==> config.mk <==
export PLATFORM = sky130hd
export DESIGN_NAME = status_seq_monitor
export DESIGN_NICKNAME = d
export VERILOG_FILES = /design/src/rtl/status_seq_monitor.sv
export SDC_FILE = /design/constraint.sdc
export NUM_CORES = 1
export LEC_CHECK = 0
export ABC_AREA = 1
export CAP_MARGIN = 20
export CORE_MARGIN = 5
export CORE_UTILIZATION = 30
export DETAILED_ROUTE_END_ITERATION = 16
export GPL_TIMING_DRIVEN = 0
export PLACE_DENSITY = 0.52
export SLEW_MARGIN = 20
export SYNTH_ARGS = -nofsm -noshare
export SYNTH_HDL_FRONTEND = slang
export SYNTH_SLANG_ARGS = --single-unit
==> constraint.sdc <==
create_clock -name clock -period 3.9 [get_ports clock]
set_input_delay 0.975 -clock clock [delete_from_list [all_inputs] [get_ports clock]]
set_output_delay 0.975 -clock clock [all_outputs]
set_load 0.05 [all_outputs]
==> src/rtl/status_seq_monitor.sv <==
// status_seq_monitor: watches a registered status bus and checks that a list
// of checkpoint codes appears in order. Each code must stay stable for
// STABLE_CYCLES samples, and the whole sequence must finish within
// TIMEOUT_CYCLES of start.
// Optional feature macro: STATUS_SEQ_MONITOR_ORDER_CHECK_EN. When it is defined,
// a stable code that belongs to a later step ends the run in FAIL.
module status_seq_monitor #(
   parameter int          STATUS_W       = 4,
   parameter int          NUM_STEPS      = 3,
   parameter int          STABLE_CYCLES  = 2,
   parameter int unsigned TIMEOUT_CYCLES = 200000,
   localparam int         IDX_W          = $clog2(NUM_STEPS + 1)
) (
   input  logic                          clock,
   input  logic                          reset,
   input  logic                          start,
   input  logic [STATUS_W-1:0]           status,
   input  logic [NUM_STEPS*STATUS_W-1:0] expect_codes,
   output logic                          busy,
   output logic [IDX_W-1:0]              step_idx,
   output logic                          step_pulse,
   output logic                          pass,
   output logic                          fail,
   output logic                          timeout,
   output logic [31:0]                   cycle_count
);

   localparam logic [7:0]  STAB_MAX = 8'(STABLE_CYCLES);
   localparam logic [31:0] TO_VAL   = 32'(TIMEOUT_CYCLES);

   typedef enum logic [2:0] {
      S_IDLE, S_WAIT, S_PASS, S_FAIL, S_TIMEOUT
   } state_t;

   state_t              state_q, state_d;
   logic [STATUS_W-1:0] samp;
   logic [7:0]          stab_cnt;
   logic                consumed;   // current stable period already used
   logic [IDX_W-1:0]    idx_q, idx_d;
   logic [31:0]         cc_q, cc_d;
   logic                pulse_q, pulse_d;
   logic [STATUS_W-1:0] cur_code;
   logic                stable;
   logic                accept;
   logic                order_err;
   logic                go;

   assign stable = (stab_cnt == STAB_MAX) && !consumed;
   assign accept = (state_q == S_WAIT) && stable && (samp == cur_code);
   assign go     = start && (state_q != S_WAIT);

   // select the code expected for the current step
   always_comb begin
      cur_code = '0;
      for (int i = 0; i < NUM_STEPS; i++)
         if (int'(idx_q) == i) cur_code = expect_codes[i*STATUS_W +: STATUS_W];
   end

`ifdef STATUS_SEQ_MONITOR_ORDER_CHECK_EN
   logic later_hit;

   // flag a stable sample that matches any code of a step not yet reached
   always_comb begin
      later_hit = 1'b0;
      for (int j = 0; j < NUM_STEPS; j++)
         if (j > int'(idx_q) && samp == expect_codes[j*STATUS_W +: STATUS_W])
            later_hit = 1'b1;
   end

   assign order_err = (state_q == S_WAIT) && stable && later_hit && (samp != cur_code);
`else
   assign order_err = 1'b0;
`endif

   // input sample register plus the stability run-length counter
   always_ff @(posedge clock) begin
      if (reset) begin
         samp     <= '0;
         stab_cnt <= '0;
         consumed <= 1'b0;
      end else begin
         samp <= status;
         if (status != samp) begin
            stab_cnt <= 8'd1;
            consumed <= 1'b0;
         end else begin
            if (stab_cnt < STAB_MAX) stab_cnt <= stab_cnt + 8'd1;
            if (accept)  consumed <= 1'b1;
            else if (go) consumed <= 1'b0;
         end
      end
   end

   // next-state logic; PASS beats FAIL, and FAIL beats TIMEOUT
   always_comb begin
      state_d = state_q;
      idx_d   = idx_q;
      cc_d    = cc_q;
      pulse_d = 1'b0;
      case (state_q)
         S_WAIT: begin
            cc_d = cc_q + 32'd1;
            if (accept) begin
               idx_d   = idx_q + IDX_W'(1);
               pulse_d = 1'b1;
               if (int'(idx_q) == NUM_STEPS - 1) state_d = S_PASS;
            end else if (order_err) begin
               state_d = S_FAIL;
            end
            if (state_d == S_WAIT && cc_d >= TO_VAL) state_d = S_TIMEOUT;
         end
         default: begin
            if (start) begin
               state_d = S_WAIT;
               idx_d   = '0;
               cc_d    = '0;
            end
         end
      endcase
   end

   // state and run-progress registers
   always_ff @(posedge clock) begin
      if (reset) begin
         state_q <= S_IDLE;
         idx_q   <= '0;
         cc_q    <= '0;
         pulse_q <= 1'b0;
      end else begin
         state_q <= state_d;
         idx_q   <= idx_d;
         cc_q    <= cc_d;
         pulse_q <= pulse_d;
      end
   end

   assign busy        = (state_q == S_WAIT);
   assign pass        = (state_q == S_PASS);
   assign timeout     = (state_q == S_TIMEOUT);
   assign step_idx    = idx_q;
   assign step_pulse  = pulse_q;
   assign cycle_count = cc_q;
`ifdef STATUS_SEQ_MONITOR_ORDER_CHECK_EN
   assign fail        = (state_q == S_FAIL);
`else
   assign fail        = 1'b0;
`endif

endmodule

==> qor.csv <==
metric,value,unit
r2r-start,step_idx[0],
cts_inserted_buffers,5,
post_cts_buffers,0,
dieArea,13300,um2
multi_input_area,2060,um2
rows,38,
yosys-top-cells-area,"dfxtp_1, nand2_1, nor2_1, a21oi_1, nand3_1",
drcViolationCount,0,
drv_slew,0,
setup_viol,0,
status,finished clean,
cts.htree.levels,2,
r2r_cells,12,
post-route-util,0.383,
io_buffers,56,
cp.depth,5,
area_delta_synth_final,24.8,%
cpPeakStageDelay,0.90,ns
nFillCells,1237,
ioPinCount,58,
ys_ff_latch,51,
avgSynthCellArea,6.12,um2
timing.final.crit_share,0.957,
fin_crit,3.73,ns
seq_area_frac_synth,0.306,
ff_latch_area,1020,um2
r2r_slack,1.71,ns
min_path_cells,2,
tritoncts,done,
ctsResizeCount,0,
cp_num_buf_inv,4,
initial_core_util,0.307,
fin_area,4170,um2
synth_top_family_by_area,simple AND/OR/NAND/NOR gates,
clk_pin_slew,0.11,ns
power_density,235,nW/um2
tightest_slew,0.569,ns
drive_gt1_frac,0.0705,
synth.largest_area_cell,dfxtp_1,
num_vias,3523,
dp_hpwl,7.90,mm
grt_pass1_wl,16.2,mm
track_usage,0.151,
syn_nets,571,
rsz0062_at_grt,no,
netlist_instances,546,
routed_wl,9.68,mm
finClkSkew,0.0117,ns
vias_per_cell,4.70,
yosys.area_share.simple,0.473,
clk_path_buf_depth,2,
crit_type,reg2out,
fin_nets,634,
ys.flop_type,dfxtp_1,
slowest_stage,clkdlybuf4s50_1,
p_leak,0.00161,uW
syn_area,3340,um2
dr.pass1.iters,5,
crit_family,buffers and inverters,
grt_max_degree,19,
cp_data_required_time,2.92,ns
synth-edff-count,0,
fin_tns_setup,0,ns
synth-xor-area-share,0.0262,
die_y,116,um
drv_cap,0,
ant_nets,0,
yosysMostFrequentCell,nand2_1,
wl_per_cell,12.9,um
clock_latency,0.31,ns
min_from,stab_cnt[5],
drt-initial-drc-count,157,
synth_cell_type_count,37,
fmax,0.268,GHz
placeableCoreArea,10900,um2
grt_pass1_vias,3383,
hold_path_class,reg2reg,
path_max_fanout,10,
die_w,116,um
placed_cell_area,4080,um2
yosys.area_share.adder,0.0225,
slew_headroom,0.617,
root_buffer,clkbuf_8,
cts_sinks,51,
ys.warnings.count,0,
cp.arrival,2.76,ns
diodes,0,
end_kind,primary output,
synth_compound_area_frac,0.0940,
grt_overflow,0,
hold_buffers,0,
ir_worst_vdd,0.163,mV
r2r-end,state_q[0],
grt_antenna_before_repair,0,
synthMuxAreaShare,0,
place_congestion,0.889,
path_cells,nand3_1 > inv_1 > clkbuf_1 > buf_1 > clkdlybuf4s50_1,
start_kind,flop,
holdWs,0.443,ns
synth_common_cells,"nand2_1, nor2_1, dfxtp_1, inv_1, a21oi_1",
async_flop_share,0,
hold_viol_final,0,
synth_top_area_share,0.306,
holdPathEnd,stab_cnt[5],
placed cells by master, fill, tap and decap left out, drive strengths merged:
master,n
a21oi,41
nor4,3
nand3,40
conb,1
clkbuf,12
o21a,1
o211ai,1
a221oi,1
nand3b,8
inv,56
nor3,4
xnor2,4
ha,6
nand4,9
nand2,198
and2,2
or3b,1
a2bb2oi,3
nor3b,1
clkinvlp,1
clkdlybuf4s50,56
o21bai,2
nor2,84
dfxtp,51
o21ai,8
or2,4
buf,6
xor2,6
sequential cells by signal, indices dropped and copies added, names as in the netlist:
signal       cells
consumed         1
stab_cnt         8
state_q          3
cycle_count     32
step_pulse       1
step_idx         2
samp             4
metrics by stage:
stage                     total power (uW)  cells  setup slack, ns
final                                  980    750            0.167
after CTS                              997    750            0.159
after floorplan                        611    546             1.47
after global routing                  1040    750          0.00906
after detailed placement               660    742            0.532
after global placement                 659    742            0.553
power breakdown:
part           switching, uW  total (uW)  internal, uW
clock                    202         333           131
combinational           72.2         113          41.2
sequential              6.64         533           527
total                    281         980           699
tightest hold or removal path: cells and delay by family, from the launching register on:
kind | cells | cell delay [ns]
flip-flops | 1 | 0.31
AND/OR/NAND/NOR | 1 | 0.04
buffers and inverters | 1 | 0.06
worst max path at each step:
stage	startpoint	to	slack, ns
after global placement	state_q[0]	busy	0.55
after CTS	state_q[2]	busy	0.16
after global routing	state_q[1]	busy	0.009
final	state_q[0]	busy	0.17
after detailed placement	state_q[2]	busy	0.53
after floorplan	state_q[2]	busy	1.47
cell type report:
| cell class | count | share of cell area |
|---|---|---|
| well taps | 140 | 0.0420 |
| clock buffers | 5 | 0.0165 |
| clock inverters | 3 | 0.00600 |
| repair buffers | 56 | 0.134 |
| multi-input cells | 428 | 0.494 |
| flip-flops and latches | 51 | 0.245 |
| plain buffers | 13 | 0.0132 |
| inverters | 54 | 0.0486 |
logic make-up (layout without fill, tap and decap cells):
group / Yosys count / in the layout
simple gates: 354 / 354
buf+inv: 67 / 131
compound gates: 57 / 57
flops: 51 / 51
xor+xnor: 10 / 10
fa+ha+maj: 6 / 6
other cells: 1 / 1
per-layer routing:
metal / vias to the layer above / share of wire / track usage
li1: 1864 / - / -
met1: 1580 / 0.47 / 0.194
met2: 69 / 0.47 / 0.263
met3: 10 / 0.045 / 0.0272
met4: 0 / 0.013 / 0.0376
met5: - / 0 / 0
(Power assumes the default switching activity.)
